$ cat config.mk
export PLATFORM = sky130hd
export DESIGN_NAME = tu_align_sequencer
export DESIGN_NICKNAME = d
export VERILOG_FILES = /design/src/rtl/tu_align_pkg.sv /design/src/rtl/tu_align_timer.sv /design/src/rtl/tu_align_sequencer.sv
export SDC_FILE = /design/constraint.sdc
export NUM_CORES = 1
export LEC_CHECK = 0
export ABC_AREA = 1
export CORE_MARGIN = 4
export CORE_UTILIZATION = 38
export CTS_CLUSTER_SIZE = 10
export DETAILED_ROUTE_END_ITERATION = 16
export GPL_ROUTABILITY_DRIVEN = 1
export GPL_TIMING_DRIVEN = 0
export PLACE_DENSITY = 0.65
export SETUP_SLACK_MARGIN = 0.02
export SLEW_MARGIN = 20
export SYNTH_ARGS = -nofsm -noshare
export SYNTH_HDL_FRONTEND = slang
export SYNTH_SLANG_ARGS = --single-unit
$ cat constraint.sdc
create_clock -name S_AXI_ACLK -period 1.9 [get_ports S_AXI_ACLK]
set_input_delay 0.38 -clock S_AXI_ACLK [delete_from_list [all_inputs] [get_ports S_AXI_ACLK]]
set_output_delay 0.38 -clock S_AXI_ACLK [all_outputs]
set_load 0.005 [all_outputs]
$ cat src/rtl/tu_align_pkg.sv
// Shared definitions for the trigger-link alignment sequencer: one-hot FSM
// encoding, default timing parameters and a constant clog2 helper.
package tu_align_pkg;

   typedef enum logic [5:0] {
      ST_IDLE     = 6'b000001,
      ST_SELECT   = 6'b000010,
      ST_ARM      = 6'b000100,
      ST_WAIT_RES = 6'b001000,
      ST_GAP      = 6'b010000,
      ST_DONE     = 6'b100000
   } state_e;

   localparam int DEF_N_CH      = 8;
   // Engine worst case is 2501 slips at ~6 cycles each, so 20000 leaves margin.
   localparam int DEF_TIMEOUT   = 20000;
   localparam int DEF_MAX_RETRY = 2;
   // Long enough for an engine to fall back to IDLE after its enable drops.
   localparam int DEF_GAP       = 16;

   function automatic int clog2(input int value);
      int res;
      res = 0;
      while ((1 << res) < value) res = res + 1;
      return res;
   endfunction

endpackage

$ cat src/rtl/tu_align_timer.sv
// Attempt timer and inter-attempt gap counter. Both clear on clr, count only
// while their run input is high, and hold at their last value instead of wrapping.
module tu_align_timer
   import tu_align_pkg::*;
#(
   parameter int TIMEOUT = DEF_TIMEOUT,
   parameter int GAP     = DEF_GAP
) (
   input  logic S_AXI_ACLK,
   input  logic S_AXI_ARESETN,
   input  logic clr,
   input  logic run_attempt,
   input  logic run_gap,
   output logic timeout_hit,
   output logic gap_done
);

   localparam int TW = clog2(TIMEOUT + 1);
   localparam int GW = clog2(GAP + 1);
   localparam logic [TW-1:0] ATT_LAST = TW'(TIMEOUT - 1);
   localparam logic [GW-1:0] GAP_LAST = GW'(GAP - 1);

   logic [TW-1:0] att_cnt;
   logic [GW-1:0] gap_cnt;

   // Attempt timer: counts WAIT_RES cycles, saturating at TIMEOUT-1.
   always_ff @(posedge S_AXI_ACLK or negedge S_AXI_ARESETN) begin
      if (!S_AXI_ARESETN) begin
         att_cnt <= '0;
      end else if (clr) begin
         att_cnt <= '0;
      end else if (run_attempt && (att_cnt != ATT_LAST)) begin
         att_cnt <= att_cnt + 1'b1;
      end
   end

   // Gap counter: counts enable-low cycles in GAP, saturating at GAP-1.
   always_ff @(posedge S_AXI_ACLK or negedge S_AXI_ARESETN) begin
      if (!S_AXI_ARESETN) begin
         gap_cnt <= '0;
      end else if (clr) begin
         gap_cnt <= '0;
      end else if (run_gap && (gap_cnt != GAP_LAST)) begin
         gap_cnt <= gap_cnt + 1'b1;
      end
   end

   assign timeout_hit = run_attempt && (att_cnt == ATT_LAST);
   assign gap_done    = run_gap && (gap_cnt == GAP_LAST);

endmodule

$ cat src/rtl/tu_align_sequencer.sv
// Runs bitslip alignment on one trigger channel at a time: pulses the engine
// enable, waits for a success edge or a timeout, retries, and keeps per-channel
// locked/failed status for the register bank.
module tu_align_sequencer
   import tu_align_pkg::*;
#(
   parameter int N_CH      = DEF_N_CH,
   parameter int CH_W      = clog2(N_CH),
   parameter int TIMEOUT   = DEF_TIMEOUT,
   parameter int MAX_RETRY = DEF_MAX_RETRY,
   parameter int GAP       = DEF_GAP
) (
   input  logic            S_AXI_ACLK,
   input  logic            S_AXI_ARESETN,
   input  logic            start,
   input  logic            abort,
   input  logic [N_CH-1:0] ch_mask,
   input  logic [N_CH-1:0] tu_success_in,
   output logic [N_CH-1:0] bitslip_ena_out,
   output logic            busy,
   output logic            done,
   output logic [N_CH-1:0] locked,
   output logic [N_CH-1:0] failed,
   output logic [CH_W-1:0] cur_ch,
   output logic [1:0]      retry_cnt
);

   localparam int SW = CH_W + 1;

   state_e          state_q, state_d;
   logic [N_CH-1:0] mask_q;
   logic [N_CH-1:0] succ_q;
   logic [N_CH-1:0] ena_d;
   logic [SW-1:0]   scan_q;
   logic            retry_pend_q;
   logic            found;
   logic [CH_W-1:0] sel_ch;
   logic            succ_edge;
   logic            retry_left;
   logic            timeout_hit;
   logic            gap_done;
   logic            timer_clr;
   logic            busy_d;
   logic            done_d;

   assign succ_edge  = tu_success_in[cur_ch] & ~succ_q[cur_ch];
   assign retry_left = (int'(retry_cnt) < MAX_RETRY);
   // Any state change restarts both counters, so each WAIT_RES/GAP visit starts at 0.
   assign timer_clr  = (state_d != state_q);

   tu_align_timer #(
      .TIMEOUT (TIMEOUT),
      .GAP     (GAP)
   ) u_timer (
      .S_AXI_ACLK    (S_AXI_ACLK),
      .S_AXI_ARESETN (S_AXI_ARESETN),
      .clr           (timer_clr),
      .run_attempt   (state_q == ST_WAIT_RES),
      .run_gap       (state_q == ST_GAP),
      .timeout_hit   (timeout_hit),
      .gap_done      (gap_done)
   );

   // Priority scan: lowest masked channel at or above the scan index.
   always_comb begin
      found  = 1'b0;
      sel_ch = '0;
      for (int i = N_CH - 1; i >= 0; i--) begin
         if (mask_q[i] && (SW'(i) >= scan_q)) begin
            found  = 1'b1;
            sel_ch = CH_W'(i);
         end
      end
   end

   // State register.
   always_ff @(posedge S_AXI_ACLK or negedge S_AXI_ARESETN) begin
      if (!S_AXI_ARESETN) state_q <= ST_IDLE;
      else                state_q <= state_d;
   end

   // Next-state logic; abort overrides everything outside IDLE.
   always_comb begin
      state_d = state_q;
      if (abort && (state_q != ST_IDLE)) begin
         state_d = ST_IDLE;
      end else begin
         case (state_q)
            ST_IDLE:     if (start) state_d = ST_SELECT;
            ST_SELECT:   state_d = found ? ST_ARM : ST_DONE;
            ST_ARM:      state_d = ST_WAIT_RES;
            ST_WAIT_RES: if (succ_edge || timeout_hit) state_d = ST_GAP;
            ST_GAP:      if (gap_done) state_d = retry_pend_q ? ST_ARM : ST_SELECT;
            ST_DONE:     state_d = ST_IDLE;
            default:     state_d = ST_IDLE;
         endcase
      end
   end

   // Output decode from the next state so the registered outputs line up with it.
   always_comb begin
      ena_d = '0;
      if (state_d == ST_WAIT_RES) ena_d[cur_ch] = 1'b1;
      busy_d = (state_d != ST_IDLE);
      done_d = (state_d == ST_DONE);
   end

   // Output registers; reset drops every enable immediately.
   always_ff @(posedge S_AXI_ACLK or negedge S_AXI_ARESETN) begin
      if (!S_AXI_ARESETN) begin
         bitslip_ena_out <= '0;
         busy            <= 1'b0;
         done            <= 1'b0;
      end else begin
         bitslip_ena_out <= ena_d;
         busy            <= busy_d;
         done            <= done_d;
      end
   end

   // Registered copy of tu_success_in for rising-edge detection.
   always_ff @(posedge S_AXI_ACLK or negedge S_AXI_ARESETN) begin
      if (!S_AXI_ARESETN) succ_q <= '0;
      else                succ_q <= tu_success_in;
   end

   // Sequence bookkeeping: mask latch, scan index, channel, retries and status.
   always_ff @(posedge S_AXI_ACLK or negedge S_AXI_ARESETN) begin
      if (!S_AXI_ARESETN) begin
         mask_q       <= '0;
         scan_q       <= '0;
         retry_pend_q <= 1'b0;
         locked       <= '0;
         failed       <= '0;
         cur_ch       <= '0;
         retry_cnt    <= '0;
      end else begin
         case (state_q)
            ST_IDLE: begin
               if (start) begin
                  mask_q       <= ch_mask;
                  locked       <= locked & ~ch_mask;
                  failed       <= failed & ~ch_mask;
                  scan_q       <= '0;
                  retry_pend_q <= 1'b0;
               end
            end
            ST_SELECT: begin
               if (!abort && found) begin
                  cur_ch       <= sel_ch;
                  retry_cnt    <= '0;
                  retry_pend_q <= 1'b0;
               end
            end
            ST_WAIT_RES: begin
               if (!abort) begin
                  // Success takes priority over a timeout in the same cycle.
                  if (succ_edge) begin
                     locked[cur_ch] <= 1'b1;
                     scan_q         <= {1'b0, cur_ch} + SW'(1);
                     retry_pend_q   <= 1'b0;
                  end else if (timeout_hit) begin
                     if (retry_left) begin
                        retry_cnt    <= retry_cnt + 2'd1;
                        retry_pend_q <= 1'b1;
                     end else begin
                        failed[cur_ch] <= 1'b1;
                        scan_q         <= {1'b0, cur_ch} + SW'(1);
                        retry_pend_q   <= 1'b0;
                     end
                  end
               end
            end
            default: ;
         endcase
      end
   end

endmodule

Word level (Yosys, flattened, before mapping):

Cells that the tools add are included.

* add/sub/neg operators: 4
* order comparisons: 11
* equality and inequality tests: 24
* multiplexer cells: 63
* bitwise operators: 7
* reductions and logical operators: 29

Operators by type and width (count)
* 2-to-1 mux 8 bit: 9
* one-hot mux 8 bit (2 select lines): 2
* 2-to-1 mux 15 bit: 2
* 2-to-1 mux 6 bit: 5
* one-hot mux 6 bit (5 select lines): 1
* 2-to-1 mux 3 bit: 9
* 2-to-1 mux 4 bit: 5
* 2-to-1 mux 1 bit: 17
* AND 8 bit: 2
* >= comparator 3 x 4 -> 1 bit (first input constant): 4
* != test 2 bit (second input constant): 8
* OR 8 bit: 2
* adder 15 x 1 -> 15 bit (second input constant): 1
* equality test 15 bit (second input constant): 1
* logical AND 1 bit: 15
* != test 15 bit (second input constant): 1
* equality test 6 x 4 -> 1 bit (second input constant): 2
* != test 6 x 1 -> 1 bit (second input constant): 2
* AND reduction 6 bit: 2
* 2-to-1 mux 2 bit: 5
* 2-to-1 mux 5 bit: 2
* AND reduction 5 bit: 2
* >= comparator 1 x 4 -> 1 bit (first input constant): 2
* >= comparator 2 x 4 -> 1 bit (first input constant): 2
* other kinds (29): 35

* register bits after elaboration: 78
* input port bits: 20
* output and inout port bits: 31
* logic and storage cells: 152

Longest topological paths before layout:

* word-level depth: 15
* depth in mapped cells: 17

Modules after synthesis:

A second synthesis with hierarchy kept.

* cells, all modules: 535
* area, all modules: 4194.0 um^2

Modules (own cells, without submodules)
* tu_align_sequencer: times used 1, cells each 351, area an instance 2909.0 um^2
* tu_align_timer: times used 1, cells each 184, area an instance 1285.0 um^2

Least setup slack after synthesis:

Ideal clock, no wire load.

* kind: register to register
* from: register u_timer.gap_cnt[0]
* to: register u_timer.att_cnt[7]
* data arrival time: 1.925 ns
* required time: 1.831 ns
* slack: -0.094 ns
* cell stages (with the launch flop): 16
* cell sequence: dfrtp_1 -> ha_1 -> and3_1 -> ha_1 -> inv_1 -> nand4_1 -> nand2_1 -> inv_2 -> nand2_2 -> nand2_1 -> nand2_1 -> nand2_1 -> nor2_2 -> nand3_2 -> buf_6 -> nor2_2

* cells in the longest elaborated chain, start to end: 7

Ends and longest elaborated chain
* start, declared: line tu_align_timer.sv:24 `logic [GW-1:0] gap_cnt;`
* start signal, assigned: line tu_align_timer.sv:44 `gap_cnt <= gap_cnt + 1'b1;`
* equality test 5 x 4 -> 1 bit *: line tu_align_timer.sv:49 `assign gap_done = run_gap && (gap_cnt == GAP_LAST);`
* logical AND 1 bit *: line tu_align_timer.sv:49
* 2-to-1 mux 6 bit *: line tu_align_sequencer.sv:93 `ST_GAP: if (gap_done) state_d = retry_pend_q ? ST_ARM : ST_SELECT;`
* one-hot mux 6 bit (5 select lines) *: line tu_align_sequencer.sv:88 `case (state_q)`
* 2-to-1 mux 6 bit *: line tu_align_sequencer.sv:85 `if (abort && (state_q != ST_IDLE)) begin`
* != test 6 bit *: line tu_align_sequencer.sv:49 `assign timer_clr = (state_d != state_q);`
* 2-to-1 mux 15 bit or nonzero test 2 bit (tied branches)
* end signal, assigned: line tu_align_timer.sv:33 `att_cnt <= att_cnt + 1'b1;`
* end, declared: line tu_align_timer.sv:23 `logic [TW-1:0] att_cnt;`

Mark *: on every way between the ends. The rest lies on a longest branch, timed or not.
A chain may end at the register's enable or synchronous reset.

Final worst setup path:

* from: register state_q[0]
* to: register u_timer.att_cnt[2]

* cells in the longest elaborated chain, start to end: 8

Ends and longest elaborated chain
* start, declared: line tu_align_sequencer.sv:30 `state_e state_q, state_d;`
* start signal, assigned: line tu_align_sequencer.sv:79 `else state_q <= state_d;`
* equality test 6 x 4 -> 1 bit: line tu_align_sequencer.sv:58, tu_align_sequencer.sv:88
* logical AND 1 bit: line tu_align_timer.sv:48 `assign timeout_hit = run_attempt && (att_cnt == ATT_LAST);`
* logical OR 1 bit: line tu_align_sequencer.sv:92 `ST_WAIT_RES: if (succ_edge || timeout_hit) state_d = ST_GAP;`
* 2-to-1 mux 6 bit: line tu_align_sequencer.sv:92
* one-hot mux 6 bit (5 select lines): line tu_align_sequencer.sv:88
* 2-to-1 mux 6 bit *: line tu_align_sequencer.sv:85
* net state_d[0]: line tu_align_sequencer.sv:30
* != test 6 bit *: line tu_align_sequencer.sv:49
* 2-to-1 mux 15 bit or nonzero test 2 bit (tied branches)

The timed path passes the listed nets; every way through them passes the cells marked *.

==> metrics.csv <==
metric,value,unit
ios,51,
synth-seq-cells,78,
maxClockFrequency,466,MHz
yosys_warnings,0,
violations_in_the_final_reports,setup timing,
reg2reg_to,u_timer.att_cnt[2]$_DFFE_PN0P_,
final_core_utilization,0.520,
postLayoutSetupSlackWorst,-0.246,ns
hp-class,in -> async,
power.static_leakage,2.52,nW
clock_latency_reported_for_the_late_side_of_the_worst_skew_pair,0.36,ns
worst_setup_path_end_kind,flip-flop,
area_growth,33.7,%
fp.dieArea,12300,µm²
route.antenna.remaining_nets,0,
placement.cell_area,4730,µm²
global_route.overflow_total,0,
min_period,2.15,ns
power_per_cell_area,1290,nW/µm²
fin_tns_setup,-5.03,ns
synth_cell_types,39,
setup_repair_after_global_routing_missed_its_margin,true,
fin_total_pwr,6.91,mW
pin_count_of_the_biggest_net_entering_global_routing,53,
r2r-start,state_q[0]$_DFF_PN1_,
vias_per_cell,4.72,
synthesis.area,4010,µm²
num-fill-cells,954,
leading_cell_type_in_the_layout_fill_and_taps_excluded,sky130_fd_sc_hd__nand2_1,
worst_ir_drop_vdd,0.000454,V
worst_ep_arrival_time,2.45,ns
postSynthAreaPerCell,8.36,µm²
syn_nets,504,
most_frequent_cells_in_the_layout,"sky130_fd_sc_hd__nand2_1, sky130_fd_sc_hd__dfrtp_1, sky130_fd_sc_hd__inv_1, sky130_fd_sc_hd__clkdlybuf4s50_1, sky130_fd_sc_hd__nor2_1",
multi_input_area,1900,µm²
grtUsageTotal,0.156,
timing_worst_setup_path_type,reg -> reg,
global_route_wire_length_before_repair,15700,µm
worst_hold_slack,0.490,ns
worst_path_clk_slew,0.09,ns
cts_htree_levels,3,
cts.root.buffer_cell,sky130_fd_sc_hd__clkbuf_8,
drt-initial-drc-count,198,
finalWeightedCongestion,0.873,
slew_viol_final,0,
antenna_cells_inserted,0,
worstSetupStartpointType,flip-flop,
layout.area.seq,1960,µm²
yosysSeqAreaShare,0.487,
initial_core_utilization,0.389,
critical_path.max_fanout,5,
hold_viol_final,0,
tritoncts,yes,
finalWirelength,9570,µm
data_required_critical_path,2.20,ns
clock_sink_total,78,
clock_path_buffers,2,
fin_skew,0.0127,ns
die_height,111,µm
port-buffer-count,50,
status,"finished, violations left",
r2r_slack,-0.25,ns
place_ws,-0.302,ns
reg2reg_depth,12,
post_layout_nonfiller_instances,709,
drt-pass1-iter-count,4,
core.rowCount,37,
grt_antenna_before_repair,0,
drc_markers,0,
normalized_max_slew_margin,0.750,
avgRoutedWirePerCell,13.5,µm
core_area,10300,µm²
dr_total_vias,3344,
finish.net_count,592,
cts_inserted_buffers,9,
timing.max_cap.violations,0,
final-setup-viol-count,27,
placed_cells,667,
dp_hpwl,6550,µm
drive_above_1_share,0.250,
grt_pass1_vias,3255,
finish.instance_area,5360,µm²
synth_cells,480,
worst_pin_slew,0.375,ns
die_width,111,µm
post-route-period-util,1.13,
==> state kept, by name, indices dropped and copies added (netlist names) <==
| name | flops |
|---|---|
| u_timer.att_cnt | 15 |
| bitslip_ena_out | 8 |
| failed | 8 |
| locked | 8 |
| mask_q | 8 |
| succ_q | 8 |
| state_q | 6 |
| u_timer.gap_cnt | 5 |
| scan_q | 4 |
| cur_ch | 3 |
| retry_cnt | 2 |
| busy | 1 |
| done | 1 |
| retry_pend_q | 1 |
==> metal layers <==
metal	track usage	routed length [µm]	vias up
li1	-	-	1683
met1	0.210	4430	1581
met2	0.257	4600	68
met3	0.0328	432	12
met4	0.0427	112	0
met5	0	0	-
==> cells by family (layout without fill, tap and decap cells) <==
logic type / Yosys count / after routing / share of synthesized area
compound gates: 46 / 46 / 0.0658
xor+xnor: 16 / 16 / 0.0349
fa+ha+maj: 4 / 4 / 0.0125
buf+inv: 76 / 169 / 0.0848
flops: 78 / 78 / 0.487
mux: 1 / 1 / 0.00250
simple gates: 259 / 259 / 0.313
==> area by class of cell <==
class | instances | area share
Clock inverter | 6 | 0.0128
Clock buffer | 10 | 0.0238
Buffer | 7 | 0.0170
Tap cell | 136 | 0.0317
Sequential cell | 78 | 0.365
Timing Repair Buffer | 77 | 0.142
Multi-Input combinational cell | 326 | 0.355
Inverter | 69 | 0.0532
==> timing repair <==
item / CTS / global route
resized for setup: 12 / 42
pin swaps: 4 / 6
endpoints found under the setup margin: 37 / 55
endpoints found under the hold margin: 25 / 0
buffers inserted: 12 / 11
cloned: 0 / 2
hold buffers: 1 / 0
==> worst max-delay path, stage by stage, from the launching register on <==
cell and delay, ns:
sky130_fd_sc_hd__dfstp_2 0.58, sky130_fd_sc_hd__inv_2 0.06, sky130_fd_sc_hd__nor2_1 0.11, sky130_fd_sc_hd__nand3_2 0.12
sky130_fd_sc_hd__or2_1 0.28, sky130_fd_sc_hd__nand3_2 0.11, sky130_fd_sc_hd__nand2_1 0.06, sky130_fd_sc_hd__nand2_1 0.05
sky130_fd_sc_hd__nand2_1 0.08, sky130_fd_sc_hd__nor2_2 0.17, sky130_fd_sc_hd__nand3_4 0.17, sky130_fd_sc_hd__clkbuf_16 0.22
sky130_fd_sc_hd__nor2_2 0.07
==> Yosys cell counts (all sizes together) <==
cell type,instances,area share
o21a,2,0.0037
and3,1,0.0016
nand2,124,0.13
clkbuf,2,0.0019
ha,4,0.012
a21oi,10,0.016
inv,69,0.069
o22ai,1,0.0016
dfrtp,77,0.48
or2,3,0.0047
xor2,14,0.031
nor2,75,0.095
o2111ai,1,0.0022
nor3,9,0.012
o21bai,1,0.0019
buf,5,0.014
mux2i,1,0.0025
o21ai,30,0.038
xnor2,2,0.0044
a21boi,1,0.0019
nand3,41,0.062
dfstp,1,0.0066
nand4,6,0.0094
==> worst max-delay path by stage <==
stage / from / end / slack [ns] / cells past startpoint
6_report: state_q[0]$_DFF_PN1_ / u_timer.att_cnt[2]$_DFFE_PN0P_ / -0.25 / 12
2_1_floorplan: u_timer.gap_cnt[0]$_DFFE_PN0P_ / u_timer.gap_cnt[4]$_DFFE_PN0P_ / -0.009 / 15
3_5_place_dp: tu_success_in[5] / u_timer.att_cnt[12]$_DFFE_PN0P_ / -0.30 / 16
5_1_grt: u_timer.gap_cnt[0]$_DFFE_PN0P_ / u_timer.att_cnt[2]$_DFFE_PN0P_ / -0.33 / 15
3_3_place_gp: S_AXI_ARESETN / u_timer.att_cnt[0]$_DFFE_PN0P_ / -2.30 / 1
4_1_cts: cur_ch[0]$_DFFE_PN0P_ / u_timer.att_cnt[12]$_DFFE_PN0P_ / -0.15 / 16
==> report_power, final <==
group	leakage, nW	total (mW)	internal, mW	switching [mW]
registers	1.03	2.18	1.95	0.230
clock network	0.0973	1.27	0.617	0.658
logic	1.39	3.45	1.51	1.94
total	2.52	6.91	4.08	2.83
Power figures use the tool's default switching activity.
